<file path="config.mk">
export PLATFORM = sky130hd
export DESIGN_NAME = uart_tx
export DESIGN_NICKNAME = d
export VERILOG_FILES = /design/src/rtl/uart_tx.sv
export SDC_FILE = /design/constraint.sdc
export NUM_CORES = 1
export LEC_CHECK = 0
export BUFFER_PORTS_ARGS = -buffer_cell sky130_fd_sc_hd__buf_2
export CAP_MARGIN = 20
export CORE_MARGIN = 2
export CORE_UTILIZATION = 57
export DETAILED_ROUTE_END_ITERATION = 6
export GPL_ROUTABILITY_DRIVEN = 0
export HOLD_SLACK_MARGIN = 0.05
export MAX_ROUTING_LAYER = met4
export PLACE_DENSITY_LB_ADDON = 0.2
export SLEW_MARGIN = 25
export SYNTH_ARGS = -nofsm -noshare
export SYNTH_HDL_FRONTEND = slang
export SYNTH_SLANG_ARGS = --single-unit
</file>
<file path="constraint.sdc">
create_clock -name clk -period 4.1 [get_ports clk]
set_clock_uncertainty 0.1 [all_clocks]
set_input_delay 0 -clock clk [delete_from_list [all_inputs] [get_ports clk]]
set_output_delay 0 -clock clk [all_outputs]
set_load 0.02 [all_outputs]
</file>
<file path="src/rtl/uart_tx.sv">
// rtl/uart_tx.sv - UART serial transmitter paced by a 16x oversample tick
module uart_tx #(
  parameter int DBIT    = 8,
  parameter int SB_TICK = 16,
  parameter int PARITY  = 0
) (
  input  logic       clk,
  input  logic       rst,
  input  logic       s_tick,
  input  logic       tx_start,
  input  logic [7:0] din,
  output logic       tx_busy,
  output logic       tx_done_tick,
  output logic       tx
);

  typedef enum logic [2:0] {IDLE, START, DATA, PAR, STOP} state_t;

  localparam logic [4:0] BIT_LAST  = 5'd15;
  localparam logic [4:0] STOP_LAST = 5'(SB_TICK - 1);
  localparam logic [2:0] DATA_LAST = 3'(DBIT - 1);

  state_t            state;
  logic [4:0]        s_reg;
  logic [2:0]        n_reg;
  logic [DBIT-1:0]   b_reg;
  logic              par_reg;

  function automatic logic parity_of(input logic [DBIT-1:0] d);
    return (PARITY == 1) ? ~(^d) : ^d;
  endfunction

  // tx_busy stays high through the tx_done_tick cycle, so IDLE only accepts
  // a new request once it has dropped.
  always_ff @(posedge clk or posedge rst) begin
    if (rst) begin
      state        <= IDLE;
      s_reg        <= '0;
      n_reg        <= '0;
      b_reg        <= '0;
      par_reg      <= 1'b0;
      tx           <= 1'b1;
      tx_busy      <= 1'b0;
      tx_done_tick <= 1'b0;
    end else begin
      tx_done_tick <= 1'b0;
      case (state)
        IDLE: begin
          tx <= 1'b1;
          if (tx_start && !tx_busy) begin
            b_reg   <= din[DBIT-1:0];
            par_reg <= parity_of(din[DBIT-1:0]);
            s_reg   <= '0;
            n_reg   <= '0;
            tx      <= 1'b0;
            tx_busy <= 1'b1;
            state   <= START;
          end else begin
            tx_busy <= 1'b0;
          end
        end

        START: begin
          if (s_tick) begin
            if (s_reg == BIT_LAST) begin
              s_reg <= '0;
              tx    <= b_reg[0];
              state <= DATA;
            end else begin
              s_reg <= s_reg + 5'd1;
            end
          end
        end

        DATA: begin
          if (s_tick) begin
            if (s_reg == BIT_LAST) begin
              s_reg <= '0;
              b_reg <= b_reg >> 1;
              if (n_reg == DATA_LAST) begin
                if (PARITY != 0) begin
                  tx    <= par_reg;
                  state <= PAR;
                end else begin
                  tx    <= 1'b1;
                  state <= STOP;
                end
              end else begin
                n_reg <= n_reg + 3'd1;
                tx    <= b_reg[1];
              end
            end else begin
              s_reg <= s_reg + 5'd1;
            end
          end
        end

        PAR: begin
          if (s_tick) begin
            if (s_reg == BIT_LAST) begin
              s_reg <= '0;
              tx    <= 1'b1;
              state <= STOP;
            end else begin
              s_reg <= s_reg + 5'd1;
            end
          end
        end

        STOP: begin
          if (s_tick) begin
            if (s_reg == STOP_LAST) begin
              s_reg        <= '0;
              tx_done_tick <= 1'b1;
              state        <= IDLE;
            end else begin
              s_reg <= s_reg + 5'd1;
            end
          end
        end

        default: begin
          tx    <= 1'b1;
          state <= IDLE;
        end
      endcase
    end
  end

endmodule
</file>
==> results.md <==
- Outcome: completed
- Area delta synth->final: 19.3%
- Ys Warns: 0
- Simple-Gate Fraction of Synth Area: 20.4%
- # rows: 16
- Vias post-DR: 965
- Via density: 5.71
- NetSw: 283 µW
- Top-count cell post-synth: dfrtp_1
- Crit path DAT: 2.22 ns
- Crit. End Element: flop
- DRC Markers: 0
- Ys async rst share: 100%
- DRT iter0 DRCs: 26
- Hold_ws: 0.280 ns
- TritonRoute pass-1 iters: 4
- Mapped cell area: 0.00116 mm²
- Wire per inst: 14.5 µm
- Number of diodes: 0
- Reg2reg path depth: 5
- Fraction of the mapped netlist area in adder cells: 3.24%
- Max FFs per register: 8
- Total gr overflow: 0
- Synth area leaders: dfrtp_1, o22a_1, nand2_1, o21a_1, ha_1
- Die Span Y: 49.1 µm
- GRT Util Overall: 24.9%
- DP HPWL: 1650 µm
- Critical path class: flop to flop
- Final Hold Viols: 0
- RSZ-0062 raised after global routing: no
- Pint: 492 µW
- PnR worst setup slack: 2.04 ns
- Rel. slew slack: 44.4%
- Post-synthesis mux area share: 3.02%
- Final net count: 158
- WL final: 2450 µm
- Number of enable flip-flop cells after synthesis: 0
- Power Dens Cells: 561 mW/mm²
- Final setup vio count: 0
- Clk Latency, worst-skew pair: 0.31 ns
- Vias in the first global route: 973
- Starting Density: 59.7%
- Layout cell share with drive strength beyond 1: 16.2%
- Largest net degree at the start of global routing: 23
- Bufs on Longest Clock Path: 2
- Max Slew Vio Count: 0
- Clk root buf: clkbuf_4
- Max IR drop VDD: 0.357 mV
- Chip width: 49.1 µm
- I/O pins: 15
- Top cell type's share of synthesized area: 45.4%
- Synthesized instance count: 118
- Sequential fraction of design power: 48.4%
- Final min period: 2.06 ns
- Setup TNS: 0 ns
- Synth cell count leaders: dfrtp_1, nand2_1
- Post-CTS sizing: 0
- Routed Antenna Nets: 0
- Clock Sinks: 22
- Fin crit share: 50.2%
- First-pass GRT wire length: 4410 µm
- Htree depth: 1
- Initial antenna violation count: 0
- Sw Ratio: 36.6%
- Worst r2r src: s_reg[0]$_DFFE_PP0P_
- Largest family of logic cells by synthesized area: compound AO/OA/AOI/OAI gates
- # fillers: 155
- Core area: 0.00194 mm²
- Post-Synth XOR/XNOR Area: 0%
- Setup Buffers After CTS: 0
- Startpoint types: flop
- Critical Path RT: 4.26 ns
- Worst hold path type: input port to asynchronous set/reset pin
- Maxcap violations: 0
- Worst slew pin tran: 0.834 ns
- Combinational share of power: 35.8%
- Yosys reg bits: 22
- IO Port Bufs: 14
- Clk slew on worst S/H paths: 0.12 ns
- Worst slack, placed: 2.16 ns
- CTS buffer count: 3
- F_max: 486 MHz
- Post-synth cell types: 34
- Compound-cell area share of the yosys netlist: 21.8%
- FF-to-FF setup slack: 2.04 ns
- Setup crit start: s_reg[0]$_DFFE_PP0P_
- Avg Cell Area, Syn: 9.82 µm²
- Die area: 0.00241 mm²
- Clk network pwr share: 15.8%
- Static leakage: 0.000610 µW
- TritonCTS clock tree: yes
- Reg2reg end: b_reg[1]$_DFFE_PP0P_
- Mapped Nets: 133
- Seq/Total Area, Yosys: 47.6%
- Synth area leader: dfrtp_1
- CP Max Fanout: 9
- Top_reg_cell synth: dfrtp_1
## metrics by stage
step | area [µm²] | std cells | utilization, % | power [µW]
CTS | 1380 | 169 | 71.2 | 777
detailed placement | 1240 | 154 | 63.7 | 645
global route | 1380 | 169 | 71.2 | 834
global placement | 1240 | 154 | 63.7 | 629
floorplan | 1160 | 118 | - | 584
finish | 1380 | 169 | 71.2 | 775
## power groups by stage
| stage | registers [µW] | clock network (µW) | logic, µW |
|---|---|---|---|
| floorplan | 358 | 0 | 226 |
| global route | 387 | 132 | 315 |
| finish | 375 | 122 | 277 |
| CTS | 375 | 125 | 277 |
| global placement | 374 | 0 | 255 |
| detailed placement | 378 | 0 | 267 |
## cell usage in the layout, fill, tap and decap left out
master,Yosys,final
a21oi_1,5,5
a32o_1,2,2
and2_1,1,1
buf_2,0,14
clkbuf_4,0,3
clkbuf_8,0,1
dfrtp_1,21,21
dfstp_2,1,1
dlygate4sd3_1,0,11
ha_1,3,3
inv_1,5,5
mux2_4,1,1
mux2i_1,2,2
nand2_1,14,14
nand2b_1,2,2
nand3_1,5,5
nand3b_1,1,1
nand4_1,2,2
nand4bb_1,1,1
nor2_1,7,7
nor2_2,1,1
nor2_4,1,1
nor2b_1,1,1
nor3_1,1,1
nor3b_1,2,2
o211ai_1,1,1
o21a_1,7,7
o21ai_0,7,7
o22a_1,7,7
o22ai_1,4,4
o2bb2ai_1,1,1
o31ai_1,1,1
o32a_1,1,1
or2_0,1,1
or3_1,3,3
or4b_4,1,1
## per-layer routing
layer	routed length, µm	up-vias	global-route usage [%]
met2	1330	22	43.7
met4	40	0	4.76
met1	1000	460	28.8
li1	-	479	-
met3	81	4	6.44
met5	0	-	-
## final cells by class
cell class	instances	area, µm²	area share, %
Inverter	5	18.8	1.36
Timing Repair Buffer	25	180	13.0
Multi-Input combinational cell	86	562	40.6
Clock buffer	4	36.3	2.62
Sequential cell	22	552	39.9
Tap cell	27	33.8	2.44
## critical path: stages, from the launching register on
cell       delay (ns)
dfrtp_1          0.42
ha_1             0.23
nand4_1          0.19
nand4bb_1        0.51
nand2_1          0.38
o21a_1           0.17
## worst max-delay path by stage
stage / end / slack, ns / depth (start not counted)
global placement: s_reg[0]$_DFFE_PP0P_ / 2.24 / 4
CTS: b_reg[1]$_DFFE_PP0P_ / 2.11 / 5
finish: b_reg[1]$_DFFE_PP0P_ / 2.04 / 5
global route: b_reg[1]$_DFFE_PP0P_ / 1.88 / 5
detailed placement: b_reg[6]$_DFFE_PP0P_ / 2.16 / 5
floorplan: s_reg[0]$_DFFE_PP0P_ / 2.35 / 4
## cells by family (layout without fill, tap and decap cells)
family,Yosys count,in the layout
adder cells (fa/ha/maj),3,3
flip-flops,22,22
AND/OR/NAND/NOR,44,44
AO/OA/AOI/OAI,36,36
multiplexers,3,3
buffers and inverters,10,34
## timing repair
item,4_1_cts,5_1_grt
setup endpoints to repair,0,0
hold buffers,11,0
endpoints found under the hold margin,31,0
No activity file was read; power rests on OpenSTA's default activity.
